$ cat src/rtl/vdma_pkg.sv
// vdma_pkg: shared AXI encodings, constants and helpers for the VDMA schedulers
// Contents: burst/resp encodings, 4 KB boundary, MODE selectors, state type, clog2
package vdma_pkg;
    localparam logic [1:0]  BURST_INCR  = 2'b01;
    localparam logic [1:0]  RESP_OKAY   = 2'b00;
    localparam int          BOUNDARY_4K = 4096;
    localparam logic [31:0] MODE_ONCE   = "ONCE";
    localparam logic [31:0] MODE_LINE   = "LINE";

    typedef enum logic [1:0] {
        IDLE,
        CALC,
        ISSUE,
        DRAIN
    } rd_state_t;

    function automatic int clog2(input int v);
        int r;
        r = 0;
        while ((1 << r) < v) r++;
        return r;
    endfunction
endpackage

$ cat src/rtl/vdma_burst_len_calc.sv
// vdma_burst_len_calc: burst length = min(rem, MAX_BURST, beats left before the next 4 KB boundary)
// Ports:
//   clk, rst_n : clock, asynchronous active-low reset
//   en         : capture the computed length into len_q
//   rem        : beats remaining in the current walk
//   addr_lo    : low 12 bits of the BYTES-aligned burst address
//   len        : combinational length (LSIZE+1 bits, range 1..2**LSIZE)
//   len_q      : registered length
module vdma_burst_len_calc
    import vdma_pkg::*;
#(
    parameter int LSIZE     = 8,
    parameter int MAX_BURST = 128,
    parameter int BYTES     = 32
) (
    input  logic             clk,
    input  logic             rst_n,
    input  logic             en,
    input  logic [31:0]      rem,
    input  logic [11:0]      addr_lo,
    output logic [LSIZE:0]   len,
    output logic [LSIZE:0]   len_q
);
    localparam int BSHIFT = clog2(BYTES);
    localparam int LW     = LSIZE + 1;

    logic [12:0] to_4k;
    logic [31:0] cap;
    logic [31:0] lim;

    always_comb begin
        to_4k = (13'(BOUNDARY_4K) - {1'b0, addr_lo}) >> BSHIFT;
        cap   = (rem < 32'(MAX_BURST)) ? rem : 32'(MAX_BURST);
        lim   = (cap < 32'(to_4k)) ? cap : 32'(to_4k);
        len   = LW'(lim);
    end

    always_ff @(posedge clk or negedge rst_n) begin
        if (!rst_n) len_q <= '0;
        else if (en) len_q <= len;
    end
endmodule

$ cat src/rtl/vdma_rd_burst_sched.sv
// vdma_rd_burst_sched: AXI4 read-address scheduler walking a frame in ONCE or LINE mode
// Ports:
//   axi_aclk, axi_resetn        : clock, asynchronous active-low reset
//   frame_start + config inputs : base_addr, line_beats, line_count, line_stride (latched on start)
//   fifo_free                   : downstream FIFO free entries, gates issue together with outstanding
//   axi_ar*                     : AR channel (arid/arsize/arburst constant)
//   axi_r*                      : R channel, observed only, for credit return and error tracking
//   busy, frame_done, frame_overrun, rd_err : status
module vdma_rd_burst_sched
    import vdma_pkg::*;
#(
    parameter int          ASIZE           = 32,
    parameter int          AXI_DSIZE       = 256,
    parameter int          LSIZE           = 8,
    parameter int          IDSIZE          = 4,
    parameter int          ID              = 0,
    parameter int          MAX_BURST       = 128,
    parameter int          MAX_OUTSTANDING = 4,
    parameter int          CSIZE           = 10,
    parameter logic [31:0] MODE            = "LINE"
) (
    input  logic              axi_aclk,
    input  logic              axi_resetn,
    input  logic              frame_start,
    input  logic [ASIZE-1:0]  base_addr,
    input  logic [15:0]       line_beats,
    input  logic [15:0]       line_count,
    input  logic [ASIZE-1:0]  line_stride,
    input  logic [CSIZE-1:0]  fifo_free,
    output logic [IDSIZE-1:0] axi_arid,
    output logic [ASIZE-1:0]  axi_araddr,
    output logic [LSIZE-1:0]  axi_arlen,
    output logic [2:0]        axi_arsize,
    output logic [1:0]        axi_arburst,
    output logic              axi_arvalid,
    input  logic              axi_arready,
    input  logic              axi_rvalid,
    input  logic              axi_rready,
    input  logic              axi_rlast,
    input  logic [1:0]        axi_rresp,
    output logic              busy,
    output logic              frame_done,
    output logic              frame_overrun,
    output logic              rd_err
);
    localparam int BYTES  = AXI_DSIZE / 8;
    localparam int BSHIFT = clog2(BYTES);
    localparam int OW     = clog2(MAX_OUTSTANDING + 1);
    localparam bit ONCE   = (MODE == MODE_ONCE);

    rd_state_t        state;
    logic [ASIZE-1:0] addr;
    logic [ASIZE-1:0] line_addr;
    logic [ASIZE-1:0] stride_q;
    logic [15:0]      line_beats_q;
    logic [15:0]      lines_left;
    logic [31:0]      rem_line;
    logic [31:0]      reserved;
    logic [OW-1:0]    outstanding;
    logic [LSIZE:0]   len;
    logic [LSIZE:0]   len_q;
    logic [LSIZE:0]   chk_len;
    logic             ar_hs;
    logic             r_beat;
    logic             r_done;
    logic             credit;

    assign axi_arid    = IDSIZE'(ID);
    assign axi_arsize  = 3'(BSHIFT);
    assign axi_arburst = BURST_INCR;

    vdma_burst_len_calc #(
        .LSIZE     (LSIZE),
        .MAX_BURST (MAX_BURST),
        .BYTES     (BYTES)
    ) u_len (
        .clk     (axi_aclk),
        .rst_n   (axi_resetn),
        .en      (state == CALC),
        .rem     (rem_line),
        .addr_lo (addr[11:0]),
        .len     (len),
        .len_q   (len_q)
    );

    // In CALC the freshly computed length is checked so arvalid can rise on entry to ISSUE;
    // afterwards the registered length is rechecked every cycle while waiting for credit.
    always_comb begin
        ar_hs   = axi_arvalid & axi_arready;
        r_beat  = axi_rvalid & axi_rready;
        r_done  = r_beat & axi_rlast;
        chk_len = (state == CALC) ? len : len_q;
        credit  = (32'(fifo_free) >= reserved + 32'(chk_len)) &&
                  (32'(outstanding) < 32'(MAX_OUTSTANDING));
    end

    always_ff @(posedge axi_aclk or negedge axi_resetn) begin
        if (!axi_resetn) begin
            state         <= IDLE;
            addr          <= '0;
            line_addr     <= '0;
            stride_q      <= '0;
            line_beats_q  <= '0;
            lines_left    <= '0;
            rem_line      <= '0;
            reserved      <= '0;
            outstanding   <= '0;
            axi_araddr    <= '0;
            axi_arlen     <= '0;
            axi_arvalid   <= 1'b0;
            busy          <= 1'b0;
            frame_done    <= 1'b0;
            frame_overrun <= 1'b0;
            rd_err        <= 1'b0;
        end else begin
            frame_done    <= 1'b0;
            frame_overrun <= frame_start & busy;
            // Net update so a same-cycle AR handshake and R beat are both accounted for.
            reserved      <= reserved + (ar_hs ? 32'(len_q) : 32'd0) - (r_beat ? 32'd1 : 32'd0);
            outstanding   <= outstanding + OW'(ar_hs) - OW'(r_done);
            if (r_beat && axi_rresp != RESP_OKAY) rd_err <= 1'b1;
            case (state)
                IDLE: if (frame_start) begin
                    rd_err       <= 1'b0;
                    busy         <= 1'b1;
                    addr         <= base_addr;
                    line_addr    <= base_addr;
                    stride_q     <= line_stride;
                    line_beats_q <= line_beats;
                    // ONCE mode treats the whole frame as a single contiguous line.
                    rem_line     <= ONCE ? 32'(line_beats) * 32'(line_count) : 32'(line_beats);
                    lines_left   <= ONCE ? 16'd1 : line_count;
                    state        <= (line_beats == 16'd0 || line_count == 16'd0) ? DRAIN : CALC;
                end
                CALC: begin
                    axi_araddr  <= addr;
                    axi_arlen   <= LSIZE'(len - 1'b1);
                    axi_arvalid <= credit;
                    state       <= ISSUE;
                end
                ISSUE: if (ar_hs) begin
                    axi_arvalid <= 1'b0;
                    state       <= CALC;
                    if (rem_line == 32'(len_q)) begin
                        if (lines_left > 16'd1) begin
                            line_addr  <= line_addr + stride_q;
                            addr       <= line_addr + stride_q;
                            rem_line   <= 32'(line_beats_q);
                            lines_left <= lines_left - 16'd1;
                        end else begin
                            state <= DRAIN;
                        end
                    end else begin
                        rem_line <= rem_line - 32'(len_q);
                        addr     <= addr + (ASIZE'(len_q) << BSHIFT);
                    end
                end else if (!axi_arvalid) begin
                    axi_arvalid <= credit;
                end
                DRAIN: if (outstanding == '0) begin
                    frame_done <= 1'b1;
                    busy       <= 1'b0;
                    state      <= IDLE;
                end
                default: state <= IDLE;
            endcase
        end
    end
endmodule
$ cat config.mk
export PLATFORM = sky130hd
export DESIGN_NAME = vdma_rd_burst_sched
export DESIGN_NICKNAME = d
export VERILOG_FILES = /design/src/rtl/vdma_pkg.sv /design/src/rtl/vdma_burst_len_calc.sv /design/src/rtl/vdma_rd_burst_sched.sv
export SDC_FILE = /design/constraint.sdc
export NUM_CORES = 1
export LEC_CHECK = 0
export ABC_AREA = 1
export BUFFER_PORTS_ARGS = -buffer_cell sky130_fd_sc_hd__buf_4
export CORE_ASPECT_RATIO = 0.7
export CORE_MARGIN = 2
export CORE_UTILIZATION = 61
export CTS_CLUSTER_SIZE = 16
export DETAILED_ROUTE_END_ITERATION = 12
export GPL_TIMING_DRIVEN = 0
export MAX_ROUTING_LAYER = met4
export PLACE_DENSITY_LB_ADDON = 0.1
export SETUP_SLACK_MARGIN = 0.1
export SLEW_MARGIN = 10
export SYNTH_ARGS = -nofsm -noshare
export SYNTH_HDL_FRONTEND = slang
export SYNTH_SLANG_ARGS = --single-unit
$ cat constraint.sdc
create_clock -name axi_aclk -period 7.11 [get_ports axi_aclk]
set_input_delay 1.7775 -clock axi_aclk [delete_from_list [all_inputs] [get_ports axi_aclk]]
set_output_delay 1.7775 -clock axi_aclk [all_outputs]
set_load 0.005 [all_outputs]
# Word-level counts from Yosys, hierarchy flattened
# Cells that the tools add are included.
[word_totals]
word_cells = 104
input_bits = 115
output_inout_bits = 54
regBits = 251
[op_classes]
muxes = 41
bitwise_logic = 4
reduce_logical = 16
order_cmp = 5
eq_ne = 10
n_addsub = 11
[op_table]
columns = ["op", "count"]
rows = [
  ["2-to-1 mux 32 bit", 11],
  ["case mux 32 bit (2 select lines)", 3],
  ["adder 32 x 9 -> 32 bit", 2],
  ["2-to-1 mux 16 bit", 4],
  ["adder 32 x 14 -> 32 bit", 1],
  ["adder 32 bit", 1],
  ["== test 32 x 9 -> 1 bit", 1],
  ["greater-or-equal comparator 10 x 32 -> 1 bit", 1],
  ["logical NOT 16 bit", 2],
  ["less-than comparator 32 x 8 -> 1 bit", 1],
  ["less-than comparator 32 x 8 -> 1 bit, second input constant", 1],
  ["case mux 16 bit (2 select lines)", 1],
  ["subtractor 32 x 1 -> 32 bit", 1],
  ["subtractor 32 x 9 -> 32 bit", 1],
  ["2-to-1 mux 9 bit", 3],
  ["greater-than comparator 16 x 1 -> 1 bit, second input constant", 1],
  ["subtractor 16 x 1 -> 16 bit, second input constant", 1],
  ["subtractor 13 x 12 -> 13 bit, first input constant", 1],
  ["2-to-1 mux 2 bit", 6],
  ["2-to-1 mux 1 bit", 10],
  ["inequality test 2 bit, second input constant", 5],
  ["case mux 2 bit (4 select lines)", 1],
  ["nonzero test 2 bit", 4],
  ["subtractor 8 x 1 -> 8 bit, second input constant", 1],
  ["other kinds (16)", 23],
]

# Longest topological paths before layout
[depth]
word_depth = 11
depth_mapped = 45
depth_no_buf = 44

# By module
# Synthesis repeated with hierarchy kept, for this count alone.
[unflattened]
cells_unflattened = 2752
hier_area_um2 = 18961.9
[modules_own_cells]
columns = ["module", "n_inst", "seq_area_each_um2", "area_each_um2", "cells_each"]
rows = [
  ["vdma_rd_burst_sched", 1, 6055.8, 18002.3, 2600],
  ["vdma_burst_len_calc", 1, 225.2, 959.7, 152],
]

# Worst setup path before layout
# Ideal clock, no wire load.
[synth_timing]
path_type = "register to register"
startpoint = "register addr[2]"
endpoint = "register axi_arvalid"
required_ns = 7.045
stages_incl_launch_ff = 45
path_slack_ns = 1.775
synth_period_minus_slack_ns = 5.335
arrival_time_ns = 5.270
setup_time_ns = 0.065
n_path_buf = 1
cell_sequence = "dfrtp_1 nor3_2 nand4_1 nor2_1 nand2_1 inv_1 nand2_1 nand2_1 nand2_1 ha_1 a21oi_1 nor2_1 a211oi_1 nand2_4 buf_8 nand2_2 nand2_2 nand2_1 [9 not listed] xor2_1 ha_1 nand2_1 inv_1 nand3_1 nor3_1 nor2_1 nand2_1 nand2_1 nand2_1 a21oi_1 nor2_1 nand3_1 nor3_1 nand4_1 nand2_1 nand2_1 nand2_1"
[synth_via]
elab_chain_cells = 10
[synth_lines]
columns = ["item", "line", "source"]
rows = [
  ["start, declared", "vdma_rd_burst_sched.sv:52", "logic [ASIZE-1:0] addr;"],
  ["start signal, assigned", "vdma_rd_burst_sched.sv:126", "addr <= base_addr;"],
  ["start signal, assigned", "vdma_rd_burst_sched.sv:147", "addr <= line_addr + stride_q;"],
  ["start signal, assigned", "vdma_rd_burst_sched.sv:155", "addr <= addr + (ASIZE'(len_q) << BSHIFT);"],
  ["subtractor 13 x 12 -> 13 bit *", "vdma_burst_len_calc.sv:32", "to_4k = (13'(BOUNDARY_4K) - {1'b0, addr_lo}) >> BSHIFT;"],
  ["less-than comparator 32 x 8 -> 1 bit", "vdma_burst_len_calc.sv:34", "lim = (cap < 32'(to_4k)) ? cap : 32'(to_4k);"],
  ["2-to-1 mux 9 bit *", "vdma_burst_len_calc.sv:34", ""],
  ["2-to-1 mux 9 bit *", "n/a", ""],
  ["via chk_len[0]", "vdma_rd_burst_sched.sv:62", "logic [LSIZE:0] chk_len;"],
  ["adder 32 x 9 -> 32 bit *", "vdma_rd_burst_sched.sv:93", "credit = (32'(fifo_free) >= reserved + 32'(chk_len)) &&"],
  ["greater-or-equal comparator 10 x 32 -> 1 bit *", "vdma_rd_burst_sched.sv:93", ""],
  ["logical AND 1 bit *", "vdma_rd_burst_sched.sv:93", ""],
  ["2-to-1 mux 1 bit", "vdma_rd_burst_sched.sv:157", "end else if (!axi_arvalid) begin"],
  ["2-to-1 mux 1 bit", "vdma_rd_burst_sched.sv:141", "ISSUE: if (ar_hs) begin"],
  ["case mux 1 bit (2 select lines) *", "vdma_rd_burst_sched.sv:122", "case (state)"],
  ["end signal, assigned", "vdma_rd_burst_sched.sv:138", "axi_arvalid <= credit;"],
  ["end signal, assigned", "vdma_rd_burst_sched.sv:158", "axi_arvalid <= credit;"],
  ["end, declared", "vdma_rd_burst_sched.sv:35", "output logic axi_arvalid,"],
]
# Mark *: on every way through the listed nets, which the timed path passes. The rest lies on a longest branch.
# A chain may end at the register's enable or synchronous reset.

# Worst setup path after layout
[layout_timing]
startpoint = "register rem_line[19]"
endpoint = "register axi_arvalid"
[layout_via]
elab_chain_cells = 11
[layout_lines]
columns = ["item", "line", "source"]
rows = [
  ["start, declared", "vdma_rd_burst_sched.sv:57", "logic [31:0] rem_line;"],
  ["start signal, assigned", "vdma_rd_burst_sched.sv:131", "rem_line <= ONCE ? 32'(line_beats) * 32'(line_count) : 32'(line_beats);"],
  ["start signal, assigned", "vdma_rd_burst_sched.sv:148", "rem_line <= 32'(line_beats_q);"],
  ["start signal, assigned", "vdma_rd_burst_sched.sv:154", "rem_line <= rem_line - 32'(len_q);"],
  ["less-than comparator 32 x 8 -> 1 bit", "vdma_burst_len_calc.sv:33", "cap = (rem < 32'(MAX_BURST)) ? rem : 32'(MAX_BURST);"],
  ["2-to-1 mux 32 bit *", "vdma_burst_len_calc.sv:33", ""],
  ["less-than comparator 32 x 8 -> 1 bit", "vdma_burst_len_calc.sv:34", ""],
  ["2-to-1 mux 9 bit *", "vdma_burst_len_calc.sv:34", ""],
  ["2-to-1 mux 9 bit *", "n/a", ""],
  ["via chk_len[0]", "vdma_rd_burst_sched.sv:62", ""],
  ["adder 32 x 9 -> 32 bit *", "vdma_rd_burst_sched.sv:93", ""],
  ["greater-or-equal comparator 10 x 32 -> 1 bit *", "vdma_rd_burst_sched.sv:93", ""],
  ["logical AND 1 bit *", "vdma_rd_burst_sched.sv:93", ""],
  ["2-to-1 mux 1 bit", "vdma_rd_burst_sched.sv:157", ""],
  ["2-to-1 mux 1 bit", "vdma_rd_burst_sched.sv:141", ""],
  ["case mux 1 bit (2 select lines) *", "vdma_rd_burst_sched.sv:122", ""],
]
# Marked as above.

==> impl_results.md <==
- Clk slew on worst S/H paths: 0.07 ns
- Routed len/inst: 20.4 um
- Fin. max-slew vios: 0
- Drt pass-1 iters: 7
- Most common flop cell mapped by yosys: dfrtp_1
- EDFF count, synth: 0
- Final Wtd Congestion: 1.00
- Via count: 18000
- Result of the run: finished clean
- Post-Syn Area: 17800 sq um
- Placed Cells: 2926
- Final Hold Violating Endpoints: 0
- First-pass GRT wire length: 93000 um
- Area Overhead vs Synth: 15.2%
- # hold bufs at CTS: 0
- Largest net degree at the start of global routing: 103
- Vias in the first global route: 16800
- TritonCTS Buffers: 27
- H-Tree Depth: 1
- Arrival time at the worst endpoint: 7.13 ns
- Total Routed Length: 60600 um
- CTS tree: done
- Crit start category: register
- Worst path most repeated cell: nand2_1
- Clock root buffer master: clkbuf_16
- Critical-path top delay cell: dfrtp_1
- Synth async-reset ratio: 1.00
- CP peak stage delay: 0.40 ns
- Worst EP required: 7.63 ns
- Share of the yosys chip area belonging to registers: 0.352
- Non-Filler Instances: 2977
- Die area: 30600 sq um
- TNS Setup: 0 ns
- Power Density: 590 nW/um^2
- Max VDD drop: 304 uV
- Layout cell share with drive strength beyond 1: 0.122
- Row cnt: 52
- Yosys warnings: 0
- Leak: 10.4 nW
- Tmin final: 6.61 ns
- GRT overflow: 0
- Worst-margin pin slew: 1.01 ns
- FF+latch count, synth: 251
- Initial Util: 0.619
- Avg Cell Area, Syn: 7.49 sq um
- Max-Cap Viols: 0
- Antenna violations before repair: 1
- Post-route DRC: 0
- Post-DP HPWL: 47700 um
- Fin crit share: 0.929
- GRT Total Usage: 0.404
- First DRT Iteration DRCs: 2189
- Slew HR: 0.325
- # nets final: 2844
- Synth area leaders: dfrtp_1 35%, nand2_1 11%, ha_1 10%
- I/O Buffers: 159
- CP max FO: 10
- Die extent in x: 208 um
- Netlist cell types: 64
- I/O Pins: 169
- Gate Count Post-Synth: 2380
- Core ar.: 28800 sq um
- Kind of critical path: reg -> reg
- Vias per cell: 6.03
- Worst-Skew Late Latency: 0.59 ns
- Post-synth top area cell: dfrtp_1
- Die Span Y: 147 um
- Routed Antenna Nets: 0
- Worst setup EP type: register
- # setup viols final: 0
- Hold Path Class: reg -> reg
- Synth top area share: 0.352
- Setup Skew: 0.0223 ns
- CTS Buffer Depth: 3
- Fmax: 151 MHz
- Unrepaired setup endpoints after global routing: false
- Clock sink count: 251
## logic make-up after synthesis
group	count (synthesis)	share of synthesized area
other	2	0.000421
multiplexers	33	0.0208
AND/OR/NAND/NOR	1003	0.238
AO/OA/AOI/OAI	471	0.150
flip-flops	251	0.352
buffers and inverters	371	0.0815
XOR/XNOR	98	0.0481
adder cells (fa/ha/maj)	151	0.108
## where the power goes
group | total, mW | internal (mW) | switching [mW] | leakage (nW)
sequential | 2.80 | 2.15 | 0.647 | 3.01
clock | 1.50 | 0.859 | 0.640 | 0.445
combinational | 7.82 | 2.70 | 5.12 | 6.94
## critical path: cells and delay by family, from the launching register on
family / cells / cell delay [ns]
flops: 1 / 0.40
xor+xnor: 1 / 0.16
fa+ha+maj: 4 / 1.13
buf+inv: 6 / 0.62
simple gates: 26 / 3.17
compound gates: 6 / 1.05
## worst paths after layout
kind                                                 start                    endpoint  slack [ns]  depth (start not counted)
min in group asynchronous                       axi_resetn    stride_q[24]$_DFFE_PN0P_        1.14                          1
max in group asynchronous                       axi_resetn     frame_overrun$_DFF_PN0_        5.02                          2
worst max register to register    rem_line[19]$_DFFE_PN0P_     axi_arvalid$_DFFE_PN0P_        0.50                         43
worst max-delay path              rem_line[19]$_DFFE_PN0P_     axi_arvalid$_DFFE_PN0P_        0.50                         43
worst min-delay path            axi_araddr[24]$_DFFE_PN0N_  axi_araddr[24]$_DFFE_PN0N_        0.48                          2
worst min register to register  axi_araddr[24]$_DFFE_PN0N_  axi_araddr[24]$_DFFE_PN0N_        0.48                          2
## layout by cell type (no fill, tap or decap), types with 4 or more instances in the layout
master,instances
nand2_2,11
or2_2,6
nand4_1,36
o22ai_1,9
dfrtp_1,251
mux2_2,32
inv_2,8
conb_1,9
nand2_4,5
xor2_1,72
o21bai_1,8
xnor2_1,26
buf_4,168
clkbuf_8,8
nor4_1,12
o211ai_1,12
o21ai_1,23
nor3_1,26
inv_1,295
a31oi_1,27
buf_1,4
a21o_1,6
fa_1,6
nor2_1,247
o21ai_0,150
a22oi_1,8
o31ai_1,4
nor2_2,9
buf_2,13
a221oi_1,15
ha_1,145
nand3_1,91
clkbuf_16,27
nand3b_1,8
nand2_1,535
a21oi_1,172
clkbuf_1,47
o21ai_2,6
o221ai_1,5
## metal layers
metal,global-route usage,share of wire,vias to the layer above
met3,0.105,0.13,127
met2,0.546,0.40,1107
met4,0.106,0.028,0
li1,-,-,8257
met1,0.595,0.44,8464
met5,-,0,-
## registers in the layout (all words and copies together) (netlist names), 9 cells and up
signal and cells:
axi_araddr 32, stride_q 32, line_beats_q 16, rem_line 32, u_len.len_q 9, reserved 32
lines_left 16, line_addr 32, addr 32
## synth_stat cells, drive strengths merged, types with 32 or more instances
cell    count
nand2     551
inv       303
nor2      259
dfrtp     251
o21ai     179
a21oi     172
ha        145
nand3      91
xor2       72
clkbuf     40
nand4      37
mux2       32
## repair_timing
item / CTS / global route
buffers inserted: 0 / 1
endpoints found under the hold margin: 0 / 0
gates resized for setup: 1 / 4
pin swaps: 0 / 2
endpoints found under the setup margin: 1 / 1
## layout make-up
cell class	count	area, sq um
repair buffers	162	1260
plain buffers	67	313
well taps	378	473
clock inverters	7	105
multi-input cells	1765	10200
clock buffers	42	812
fillers	2383	8280
diodes	1	2.50
inverters	304	1140
flip-flops and latches	251	6280
## per-stage QoR
stage	cell area, sq um	util	worst slack [ns]	power [mW]	hold slack (ns)
2_1_floorplan	17900	-	1.78	7.86	0.448
3_3_place_gp	19500	0.678	0.217	9.98	0.457
3_5_place_dp	19600	0.680	0.0704	10.2	0.466
4_1_cts	20500	0.712	0.320	11.8	0.482
5_1_grt	20500	0.713	0.177	13.0	0.510
6_report	20500	0.713	0.501	12.1	0.480
Power figures use the tool's default switching activity.
